===== src/rtl/arb_req_agent_if.sv =====
// Bus between the arbiter requester front end and its environment:
// client pushes, arbiter req/gnt, retired-grant events and status flags.
interface arb_req_agent_if #(
  parameter int NUM_REQ   = 4,
  parameter int PTR_WIDTH = $clog2(NUM_REQ)
);
  logic [NUM_REQ-1:0]   push;
  logic [NUM_REQ-1:0]   full;
  logic [NUM_REQ-1:0]   req;
  logic [NUM_REQ-1:0]   gnt;
  logic                 grant_valid;
  logic [PTR_WIDTH-1:0] grant_id;
  logic [NUM_REQ-1:0]   overflow;
  logic [NUM_REQ-1:0]   starve;
  logic                 err_gnt;
  logic                 flag_clr;

  // agent side
  modport slave (
    input  push, gnt, flag_clr,
    output full, req, grant_valid, grant_id, overflow, starve, err_gnt
  );

  // client / arbiter side
  modport master (
    output push, gnt, flag_clr,
    input  full, req, grant_valid, grant_id, overflow, starve, err_gnt
  );
endinterface


===== src/rtl/arb_req_agent.sv =====
// Requester front end for a round-robin arbiter: per-client pending counts
// drive req, valid grants retire one transaction, grant protocol and starvation are monitored.
module arb_req_agent #(
  parameter int NUM_REQ      = 4,
  parameter int PTR_WIDTH    = $clog2(NUM_REQ),
  parameter int DEPTH        = 4,
  parameter int STARVE_LIMIT = 16
) (
  input  logic             clk,
  input  logic             rst,
  arb_req_agent_if.slave   bus
);

  localparam int CW = $clog2(DEPTH + 1);
  localparam int SW = $clog2(STARVE_LIMIT + 1);
  localparam logic [CW-1:0] DEPTH_C = CW'(DEPTH);
  localparam logic [SW-1:0] LIMIT_C = SW'(STARVE_LIMIT);

  logic [CW-1:0]        cnt_q [NUM_REQ];
  logic [CW-1:0]        cnt_d [NUM_REQ];
  logic [SW-1:0]        sc_q  [NUM_REQ];
  logic [SW-1:0]        sc_d  [NUM_REQ];
  logic [NUM_REQ-1:0]   overflow_q, overflow_d;
  logic [NUM_REQ-1:0]   starve_q, starve_d;
  logic                 grant_valid_q, grant_valid_d;
  logic [PTR_WIDTH-1:0] grant_id_q, grant_id_d;
  logic                 err_gnt_q, err_gnt_d;

  logic [NUM_REQ-1:0]   req_vec;
  logic [NUM_REQ-1:0]   full_vec;
  logic [PTR_WIDTH:0]   gnt_cnt;
  logic [PTR_WIDTH-1:0] gnt_idx;
  logic                 valid_gnt;
  logic                 invalid_gnt;
  logic [NUM_REQ-1:0]   vg_vec;
  logic [NUM_REQ-1:0]   accept_vec;
  logic [NUM_REQ-1:0]   drop_vec;
  logic [NUM_REQ-1:0]   starve_set_vec;

  // req/full depend only on stored counts, so no loop through the arbiter
  always_comb begin
    req_vec  = '0;
    full_vec = '0;
    for (int i = 0; i < NUM_REQ; i++) begin
      req_vec[i]  = (cnt_q[i] != '0);
      full_vec[i] = (cnt_q[i] == DEPTH_C);
    end
  end

  always_comb begin
    gnt_cnt = '0;
    gnt_idx = '0;
    for (int i = 0; i < NUM_REQ; i++) begin
      if (bus.gnt[i]) begin
        gnt_cnt = gnt_cnt + (PTR_WIDTH+1)'(1);
        gnt_idx = PTR_WIDTH'(i);
      end else begin
        gnt_cnt = gnt_cnt;
      end
    end
    valid_gnt   = (gnt_cnt == (PTR_WIDTH+1)'(1)) && ((bus.gnt & ~req_vec) == '0);
    invalid_gnt = (bus.gnt != '0) && !valid_gnt;
    if (valid_gnt) begin
      vg_vec = bus.gnt;
    end else begin
      vg_vec = '0;
    end
  end

  always_comb begin
    accept_vec     = '0;
    drop_vec       = '0;
    starve_set_vec = '0;
    overflow_d     = overflow_q;
    starve_d       = starve_q;
    for (int i = 0; i < NUM_REQ; i++) begin
      cnt_d[i] = cnt_q[i];
      sc_d[i]  = '0;
      // a grant in the same cycle frees the slot the push needs
      accept_vec[i] = bus.push[i] && (!full_vec[i] || vg_vec[i]);
      drop_vec[i]   = bus.push[i] && !accept_vec[i];
      if (accept_vec[i] && !vg_vec[i]) begin
        cnt_d[i] = cnt_q[i] + CW'(1);
      end else if (!accept_vec[i] && vg_vec[i]) begin
        cnt_d[i] = cnt_q[i] - CW'(1);
      end else begin
        cnt_d[i] = cnt_q[i];
      end

      if (req_vec[i] && !vg_vec[i]) begin
        if (sc_q[i] == LIMIT_C) begin
          sc_d[i] = sc_q[i];
        end else begin
          sc_d[i] = sc_q[i] + SW'(1);
        end
      end else begin
        sc_d[i] = '0;
      end

      // saturated counter keeps re-raising a flag that was cleared
      starve_set_vec[i] = (sc_d[i] == LIMIT_C) && ((sc_q[i] != LIMIT_C) || !starve_q[i]);

      overflow_d[i] = (overflow_q[i] && !bus.flag_clr) || drop_vec[i];
      starve_d[i]   = (starve_q[i] && !bus.flag_clr) || starve_set_vec[i];
    end
  end

  always_comb begin
    grant_valid_d = valid_gnt;
    err_gnt_d     = invalid_gnt;
    if (valid_gnt) begin
      grant_id_d = gnt_idx;
    end else begin
      grant_id_d = grant_id_q;
    end
  end

  // state registers with synchronous reset
  always_ff @(posedge clk) begin
    if (rst) begin
      for (int i = 0; i < NUM_REQ; i++) begin
        cnt_q[i] <= '0;
        sc_q[i]  <= '0;
      end
      overflow_q    <= '0;
      starve_q      <= '0;
      grant_valid_q <= 1'b0;
      grant_id_q    <= '0;
      err_gnt_q     <= 1'b0;
    end else begin
      for (int i = 0; i < NUM_REQ; i++) begin
        cnt_q[i] <= cnt_d[i];
        sc_q[i]  <= sc_d[i];
      end
      overflow_q    <= overflow_d;
      starve_q      <= starve_d;
      grant_valid_q <= grant_valid_d;
      grant_id_q    <= grant_id_d;
      err_gnt_q     <= err_gnt_d;
    end
  end

  assign bus.req         = req_vec;
  assign bus.full        = full_vec;
  assign bus.grant_valid = grant_valid_q;
  assign bus.grant_id    = grant_id_q;
  assign bus.overflow    = overflow_q;
  assign bus.starve      = starve_q;
  assign bus.err_gnt     = err_gnt_q;

endmodule


===== src/flat_wrapper.sv =====
// flat-port wrapper written by rule: the top's interface ports become plain ports
module arb_req_agent_flat 
#(
  parameter int NUM_REQ      = 4,
  parameter int PTR_WIDTH    = $clog2(NUM_REQ),
  parameter int DEPTH        = 4,
  parameter int STARVE_LIMIT = 16
)
  (clk, rst, bus_push, bus_gnt, bus_flag_clr, bus_full, bus_req, bus_grant_valid, bus_grant_id, bus_overflow, bus_starve, bus_err_gnt);
  arb_req_agent_if #(.NUM_REQ(NUM_REQ), .PTR_WIDTH(PTR_WIDTH)) bus_i ();
  input  logic clk;
  input  logic rst;
  input wire logic [$bits(bus_i.push)-1:0] bus_push;
  input wire logic [$bits(bus_i.gnt)-1:0] bus_gnt;
  input wire logic [$bits(bus_i.flag_clr)-1:0] bus_flag_clr;
  output wire logic [$bits(bus_i.full)-1:0] bus_full;
  output wire logic [$bits(bus_i.req)-1:0] bus_req;
  output wire logic [$bits(bus_i.grant_valid)-1:0] bus_grant_valid;
  output wire logic [$bits(bus_i.grant_id)-1:0] bus_grant_id;
  output wire logic [$bits(bus_i.overflow)-1:0] bus_overflow;
  output wire logic [$bits(bus_i.starve)-1:0] bus_starve;
  output wire logic [$bits(bus_i.err_gnt)-1:0] bus_err_gnt;
  assign bus_i.push = bus_push;
  assign bus_i.gnt = bus_gnt;
  assign bus_i.flag_clr = bus_flag_clr;
  assign bus_full = bus_i.full;
  assign bus_req = bus_i.req;
  assign bus_grant_valid = bus_i.grant_valid;
  assign bus_grant_id = bus_i.grant_id;
  assign bus_overflow = bus_i.overflow;
  assign bus_starve = bus_i.starve;
  assign bus_err_gnt = bus_i.err_gnt;
  arb_req_agent #(.NUM_REQ(NUM_REQ), .PTR_WIDTH(PTR_WIDTH), .DEPTH(DEPTH), .STARVE_LIMIT(STARVE_LIMIT)) u_core (.clk(clk), .rst(rst), .bus(bus_i));
endmodule

===== config.mk =====
export PLATFORM = sky130hd
export DESIGN_NAME = arb_req_agent_flat
export DESIGN_NICKNAME = d
export VERILOG_FILES = /design/src/rtl/arb_req_agent_if.sv /design/src/rtl/arb_req_agent.sv /design/src/flat_wrapper.sv
export SDC_FILE = /design/constraint.sdc
export NUM_CORES = 1
export LEC_CHECK = 0
export CAP_MARGIN = 5
export CORE_MARGIN = 3
export CORE_UTILIZATION = 45
export DETAILED_ROUTE_END_ITERATION = 8
export PLACE_DENSITY = 0.67
export SYNTH_ARGS = -nofsm -noshare
export SYNTH_HDL_FRONTEND = slang
export SYNTH_SLANG_ARGS = --single-unit
export TNS_END_PERCENT = 1

===== constraint.sdc =====
create_clock -name clk -period 5.6 [get_ports clk]
set_input_delay 1.4 -clock clk [delete_from_list [all_inputs] [get_ports clk]]
set_output_delay 1.4 -clock clk [all_outputs]
set_load 0.02 [all_outputs]

==> impl_metrics.ini, run 1 <==
[outcome]
outcome = complete, no violations

[sta]
drv_slew = 0
slew_headroom_pct = 48.4
whs_ps = 465
period_share_pct = 89.7
finalSetupViolCount = 0
clock_skew_ps = 5.75
tightest_slew_ps = 767
rsz0062_at_grt = no
hold_viol_final = 0
min_period_ps = 5020
setup_tns_ps = 0
fmax_mhz = 199

[route]
drt_iter0_markers = 39
drc = 0
first_pass_iters = 4
routed_wl_um = 4800
antenna_left = 0
vias = 1990
wl_per_cell_um = 12.7
via_per_inst = 5.26

[floorplanning]
fp.dieW_um = 80.5
start_util_pct = 47.7
die_area_um2 = 6480
ios = 31
fp.coreArea_um2 = 5240
fp-row-count = 26
die_y_um = 80.5

[hold_path]
min_path_type = reg -> reg
hold-path-cell-count = 2

[finish]
final_common_cell = dfxtp_1
syn2layout_area_growth_pct = 18.4
instances_no_fill = 378
fin_area_um2 = 2960
nets = 338
drive_gt1_share_pct = 7.47
layout_common_cells = dfxtp_1, nor2_1, clkdlybuf4s50_1
n_antenna_cell = 0

[synthesis]
syn_inst = 274
syn_nets = 305
synth.ff_latch_count = 44
synth_seq_area_share_pct = 35.3
synth_cell_types = 52
syn_area_um2 = 2500
synth-main-ff-cell = dfxtp_1
avgSynthCellArea_um2 = 9.11
async_reset_ff_share_pct = 0
ys_warn_count = 0
synth_enable_flop_cells = 0

[clock_network]
holdBufCountCts = 0
post_cts_buffers = 0
htree_num_levels = 2
cts_resized = 0
cts_num_sinks = 44
clk_latency_ps = 280
root_buffer = clkbuf_8
cts_buffer_depth = 2
clkTransAtPathRegs_ps = 80
cts_buffers = 5
cts_tree = done

[placed_design]
dpl.cell_count = 370
io_buffer_count = 30
place.gp.congestion = 0.783
dpl-instance-area_um2 = 2870
dp_hpwl_um = 3710

[worst_setup_path]
r2r_cells = 10
slowest_stage = clkdlybuf4s50_1
crit_type = in -> reg
startpoint_type = primary input
cp-end-kind = flip-flop
path_cells = clkdlybuf4s50_1, inv_1, ha_1, xor2_1, ha_1, nand2b_1, o211ai_2, nand3_4, nor2_4, inv_2, a21boi_2, ha_1, inv_1, fa_1, xor2_1, or3_1, a21oi_1
crit_fanout = 8
cpPeakStageDelay_ps = 530
crit_top_cell = ha_1
required_ps = 5820
cp_data_arrival_time_ps = 5250

[global_routing]
grt_max_degree = 34
overflow = 0
grt_antenna_before_repair = 0
grt_pass1_wl_um = 8200
grtUsageTotal_pct = 15.9
grt_pass1_vias = 1867

[pwr]
ir_drop_mv = 0.279
p_per_area_nw_per_um2 = 405
leakagePower_uw = 0.00115

[job]
maxCapViolCount = 0
-- worst max-delay path: cells and delay by family --
kind            cells  cell delay (ps)
buf+inv             4              780
compound gates      3              540
simple gates        4              840
xor+xnor            2              450
fa+ha+maj           4             1230
-- kinds of logic after synthesis --
logic type	synth area share (%)
flip-flops	35.3
adder cells (fa/ha/maj)	11.2
multiplexers	2.46
XOR/XNOR	8.42
AO/OA/AOI/OAI	11.1
buffers and inverters	4.96
AND/OR/NAND/NOR	26.5
-- worst paths after layout --
path,startpoint,to,slack [ps]
min reg2reg,u_core.bus.starve[0],u_core.bus.starve[0],460
min,u_core.bus.starve[0],u_core.bus.starve[0],460
max,bus_gnt[1],u_core.cnt_q[0][8],580
max reg2reg,u_core.cnt_q[0][3],u_core.cnt_q[0][2],2570
-- stage by stage --
step           util [%]  total power, uW  worst slack (ps)
3_3_place_gp       54.7              996               387
4_1_cts            56.4             1210               558
3_5_place_dp       54.7             1010               255
5_1_grt            56.4             1300               265
2_1_floorplan         -              831              1110
6_report           56.4             1200               576
-- state kept, by name (all words and copies together) (netlist names) --
register and flops:
u_core.sc_q 20, u_core.cnt_q 12, u_core.bus.overflow 4, u_core.bus.starve 4
u_core.bus.grant_id 2, u_core.bus.err_gnt 1, u_core.bus.grant_valid 1
-- Yosys cell counts (3+ instances only) --
| cell | count | share of area, % |
|---|---|---|
| or3_1 | 7 | 1.8 |
| clkbuf_1 | 3 | 0.45 |
| nand2_1 | 10 | 1.5 |
| nand3_1 | 9 | 1.8 |
| nor3b_1 | 7 | 2.1 |
| nand4_1 | 4 | 1.0 |
| nor4_1 | 4 | 1.0 |
| and3_1 | 8 | 2.0 |
| xnor2_1 | 8 | 2.8 |
| xor2_1 | 16 | 5.6 |
| mux2i_1 | 5 | 2.0 |
| nor3_1 | 6 | 1.2 |
| inv_1 | 24 | 3.6 |
| dfxtp_1 | 44 | 35 |
| ha_1 | 16 | 8.0 |
| nor2_1 | 30 | 4.5 |
| a21oi_1 | 9 | 1.8 |
| nand3b_1 | 6 | 1.8 |
| nor4b_1 | 4 | 1.4 |
| o21ai_0 | 7 | 1.4 |
| fa_1 | 4 | 3.2 |
| a21boi_0 | 3 | 0.90 |
| a211oi_1 | 5 | 1.5 |
-- power by group --
| part | leakage [uW] | internal, uW | switching, uW |
|---|---|---|---|
| Combinational | 0.000750 | 248 | 282 |
| Sequential | 0.000359 | 379 | 85.3 |
| Clock | 0.0000455 | 101 | 101 |
-- layout make-up --
| class | count | area (um2) |
|---|---|---|
| Tap cell | 70 | 87.6 |
| Timing Repair Buffer | 31 | 308 |
| Multi-Input combinational cell | 199 | 1490 |
| Sequential cell | 44 | 881 |
| Fill cell | 486 | 2280 |
| Clock buffer | 8 | 90.1 |
| Inverter | 26 | 97.6 |
-- routing by layer --
| layer | global-route usage [%] | part of all wire, % | vias up |
|---|---|---|---|
| met5 | 0 | 0 | - |
| met4 | 4.05 | 0.83 | 0 |
| met3 | 3.03 | 1.9 | 4 |
| met2 | 26.7 | 47 | 20 |
| met1 | 20.8 | 50 | 933 |
| li1 | - | - | 1033 |
Power figures use the tool's default switching activity.
==> run 2, diff against run 1 <==
--- a/config.mk
+++ b/config.mk
@@ -5,8 +5,7 @@
 export SDC_FILE = /design/constraint.sdc
 export NUM_CORES = 1
 export LEC_CHECK = 0
-export CAP_MARGIN = 5
-export CORE_MARGIN = 3
+export CORE_ASPECT_RATIO = 1.2
 export CORE_UTILIZATION = 45
 export DETAILED_ROUTE_END_ITERATION = 8
 export PLACE_DENSITY = 0.67
==> run 2 against run 1 <==
Non-clock buffer count up 1. Setup slack improved by 76 ps. Register-to-register slack better by 30 ps. First-iteration DRC count rose by 110%. Via count increased by 0.35%. Final cell count is 1.9% lower. Cell area hardly changed. Highest routed layer unchanged. Sequential share of layout area hardly changed. Global-route usage increased by 2.1 points. Clock power barely moved. Utilization down 0.69 points.
==> impl_metrics.ini, run 2 (synthesized netlist as in run 1, its figures left out) <==
[global_routing]
grtUsageTotal_pct = 18.0
grt_pass1_vias = 1910
grt_pass1_wl_um = 8570
grt_max_degree = 34
grt_antenna_before_repair = 0
overflow = 0

[finish]
largest_reg_flops = 20
n_antenna_cell = 0
fillers = 497
regMostFlops = u_core.sc_q
final_common_cell = dfxtp_1
layout_common_cells = dfxtp_1, nor2_1, clkdlybuf4s50_1
nets = 339
syn2layout_area_growth_pct = 18.3
drive_gt1_share_pct = 7.77
reg_top3 = u_core.sc_q x20, u_core.cnt_q x12

[sta]
finalSetupViolCount = 0
drv_slew = 0
min_period_ps = 4950
tightest_slew_ps = 737
period_share_pct = 88.4
rsz0062_at_grt = no
setup_tns_ps = 0
clock_skew_ps = 2.80
fmax_mhz = 202
hold_viol_final = 0
final.setup.worst_slack_ps = 652
slew_headroom_pct = 50.5

[route]
routed_wl_um = 4810
top_layer_used = met4
routed-wl-met3_um = 188
via_per_inst = 5.38
drt_iter0_markers = 80
vias = 1997
first_pass_iters = 4
wl_met2_um = 2200
wl_per_cell_um = 13.0
drc = 0
wirelength_met1_um = 2360
antenna_left = 0

[worst_setup_path]
crit_fanout = 8
r2r_cells = 10
required_ps = 5830
crit_type = in -> reg
startpoint_type = primary input
cp-end-kind = flip-flop
cp_data_arrival_time_ps = 5180

[job]
maxCapViolCount = 0

[floorplanning]
fp.dieW_um = 70.0
fp.coreArea_um2 = 5300
die_area_um2 = 5850
fp-row-count = 29
die_y_um = 83.6
start_util_pct = 47.1
ios = 31

[hold_path]
min_path_type = reg -> reg
hold-path-cell-count = 2

[placed_design]
io_buffer_count = 30
place.gp.congestion = 0.830
dp_hpwl_um = 3620
pre_cts_ws_ps = 317

[clock_network]
cts_buffer_depth = 2
htree_num_levels = 2
root_buffer = clkbuf_8
cts_resized = 0
cts_buffers = 5
holdBufCountCts = 0
clkTransAtPathRegs_ps = 80
cts_num_sinks = 44
cts_tree = done
post_cts_buffers = 0
clk_latency_ps = 290

[pwr]
p_per_area_nw_per_um2 = 407
ir_drop_mv = 0.222
leakagePower_uw = 0.00116

[outcome]
outcome = complete, no violations
run 2: through the flow:
step / area (um2) / instances / total power (uW) / hold slack (ps) / utilization (%)
5_1_grt: 2950 / 371 / 1310 / 488 / 55.7
6_report: 2950 / 371 / 1200 / 472 / 55.7
3_5_place_dp: 2860 / 363 / 1010 / 465 / 54.0
2_1_floorplan: 2500 / 274 / 831 / 474 / -
3_3_place_gp: 2860 / 363 / 997 / 459 / 54.0
4_1_cts: 2950 / 371 / 1220 / 478 / 55.7
run 2: area by class of cell:
| type | count | area [um2] | area share [%] |
|---|---|---|---|
| Tap cell | 62 | 77.6 | 2.63 |
| Timing Repair Buffer | 32 | 315 | 10.7 |
| Multi-Input combinational cell | 199 | 1490 | 50.5 |
| Sequential cell | 44 | 881 | 29.8 |
| Clock buffer | 8 | 90.1 | 3.05 |
| Inverter | 26 | 97.6 | 3.31 |
run 2: worst max-delay path, cell delays in order:
cell	delay, ps
clkdlybuf4s50_1	520
inv_1	110
ha_1	340
xor2_1	280
ha_1	280
nand2b_1	160
o211ai_2	250
nand3_4	140
nor2_4	220
inv_2	60
a21boi_2	130
ha_1	190
inv_1	70
fa_1	420
xor2_1	170
or3_1	300
a21oi_1	130
run 2: worst paths after layout:
| path | startpoint | to | slack (ps) |
|---|---|---|---|
| hold / removal | u_core.bus.starve[0] | u_core.bus.starve[0] | 470 |
| hold reg to reg | u_core.bus.starve[0] | u_core.bus.starve[0] | 470 |
| setup reg to reg | u_core.cnt_q[0][3] | u_core.cnt_q[0][11] | 2600 |
| setup / recovery | bus_gnt[1] | u_core.cnt_q[0][8] | 650 |
run 2: power by group:
part           switching, uW  leakage [uW]  internal, uW  total, uW
logic                    284      0.000754           253        537
clock network            102     0.0000455           101        202
registers               84.8      0.000359           379        464
total                    470       0.00116           733       1200
run 2: routing by layer:
| metal | track usage [%] | up-vias |
|---|---|---|
| met5 | 0 | - |
| met1 | 23.5 | 922 |
| met2 | 29.6 | 36 |
| met3 | 3.86 | 5 |
| met4 | 5.45 | 0 |
| li1 | - | 1034 |
==> run 3, diff against run 2 <==
--- a/config.mk
+++ b/config.mk
@@ -5,7 +5,7 @@
 export SDC_FILE = /design/constraint.sdc
 export NUM_CORES = 1
 export LEC_CHECK = 0
-export CORE_ASPECT_RATIO = 1.2
+export CORE_ASPECT_RATIO = 0.5
 export CORE_UTILIZATION = 45
 export DETAILED_ROUTE_END_ITERATION = 8
 export PLACE_DENSITY = 0.67
==> run 3 against run 2 <==
First-iteration DRC count grew 23%. Critical endpoint unchanged. Die area grew 0.29%. Combinational power is essentially flat. Sequential power is essentially flat.
==> impl_metrics.ini, run 3 (synthesized netlist as in run 1, its figures left out) <==
[clock_network]
cts_buffer_depth = 2
holdBufCountCts = 0
clkTransAtPathRegs_ps = 90
cts_num_sinks = 44
cts_tree = done
root_buffer = clkbuf_8
clk_latency_ps = 300
cts_resized = 0
post_cts_buffers = 0
htree_num_levels = 2
cts_buffers = 5

[sta]
period_share_pct = 90.0
drv_slew = 0
tightest_slew_ps = 782
setup_tns_ps = 0
min_period_ps = 5040
fmax_mhz = 198
rsz0062_at_grt = no
slew_headroom_pct = 47.4
finalSetupViolCount = 0
clock_skew_ps = 8.39
hold_viol_final = 0

[route]
routed-wl-met3_um = 230
routed_wl_um = 5040
wirelength_met1_um = 2510
top_layer_used = met4
vias = 2018
drc = 0
antenna_left = 0
first_pass_iters = 4
drt_iter0_markers = 98
via_per_inst = 5.31
wl_met2_um = 2240
wl_per_cell_um = 13.3

[pwr]
ir_drop_mv = 0.270
total_power_uw = 1250
p_per_area_nw_per_um2 = 417
leakagePower_uw = 0.00117

[finish]
reg_top3 = u_core.sc_q x20, u_core.cnt_q x12
nets = 340
fillers = 436
n_antenna_cell = 0
largest_reg_flops = 20
final_common_cell = dfxtp_1
drive_gt1_share_pct = 8.71
layout_common_cells = dfxtp_1, nor2_1, clkdlybuf4s50_1
syn2layout_area_growth_pct = 19.8
fin_area_um2 = 2990
regMostFlops = u_core.sc_q

[worst_setup_path]
crit_top_cell = ha_1
r2r_setup_slack_ps = 2590
path_cells = clkdlybuf4s50_1, inv_1, ha_1, xor2_1, ha_1, nand2b_1, o211ai_2, nand3_4, nor2_4, inv_2, a21boi_2, ha_1, inv_1, fa_1, xor2_1, or3_1, a21oi_1
r2r_cells = 12
cp-end-kind = flip-flop
startpoint_type = primary input
required_ps = 5830
cpPeakStageDelay_ps = 520
slowest_stage = clkdlybuf4s50_1
crit_fanout = 8
reg2reg_to = u_core.cnt_q[0][8]
timing.rr.start = u_core.cnt_q[0][6]
cp_data_arrival_time_ps = 5270
crit_type = in -> reg

[outcome]
outcome = complete, no violations

[floorplanning]
die_y_um = 54.7
fp.coreArea_um2 = 5130
fp-row-count = 18
die_area_um2 = 5870
ios = 31
start_util_pct = 48.6
fp.dieW_um = 107

[placed_design]
io_buffer_count = 30
dp_hpwl_um = 3850
dpl-instance-area_um2 = 2880
place.gp.congestion = 0.800

[global_routing]
grtUsageTotal_pct = 19.2
grt_antenna_before_repair = 0
grt_pass1_wl_um = 8400
overflow = 0
grt_pass1_vias = 1831
grt_max_degree = 20

[hold_path]
hold-path-cell-count = 2
min_path_type = reg -> reg
min_from = u_core.bus.starve[0]
hold_end = u_core.bus.starve[0]

[job]
maxCapViolCount = 0
[run 3: power by group]
part / leakage (uW) / internal, uW / switching (uW)
Combinational: 0.000758 / 252 / 288
Sequential: 0.000359 / 379 / 85.7
Clock: 0.0000541 / 132 / 111
Total: 0.00117 / 763 / 484
[run 3: per-layer routing]
metal,vias up,track usage (%)
met5,-,0
met4,0,6.85
met3,5,4.17
met2,38,32.3
met1,940,24.9
li1,1035,-
[run 3: cell type report]
type	instances	area (um2)	area share [%]
clock buffers	5	68.8	2.30
inverters	26	97.6	3.26
flip-flops and latches	44	881	29.4
multi-input cells	199	1490	49.9
well taps	70	87.6	2.93
repair buffers	33	323	10.8
clock inverters	3	42.5	1.42
[run 3: worst max path at each step]
| stage | end | from | slack [ps] |
|---|---|---|---|
| 6_report | u_core.cnt_q[0][8] | bus_gnt[1] | 560 |
| 5_1_grt | u_core.cnt_q[0][8] | bus_gnt[0] | 280 |
| 4_1_cts | u_core.cnt_q[0][8] | bus_gnt[1] | 530 |
| 3_5_place_dp | u_core.cnt_q[0][8] | bus_gnt[1] | 230 |
| 3_3_place_gp | u_core.cnt_q[0][8] | bus_gnt[1] | 420 |
| 2_1_floorplan | u_core.cnt_q[0][8] | bus_gnt[1] | 1110 |
[run 3: per-stage QoR]
step / cells / hold WS (ps) / setup slack [ps] / utilization, %
floorplan: 274 / 474 / 1110 / -
global placement: 372 / 467 / 416 / 56.1
detailed placement: 372 / 467 / 235 / 56.1
CTS: 380 / 480 / 529 / 58.3
global route: 380 / 505 / 280 / 58.3
finish: 380 / 480 / 560 / 58.3
[run 3: critical path, delay by kind of cell]
kind                       cells  cell delay [ps]
adders and majority gates      4             1240
and+or+nand+nor                4              830
buffers and inverters          4              780
AOI/OAI and AO/OA              3              550
xor gates and xnor gates       2              460
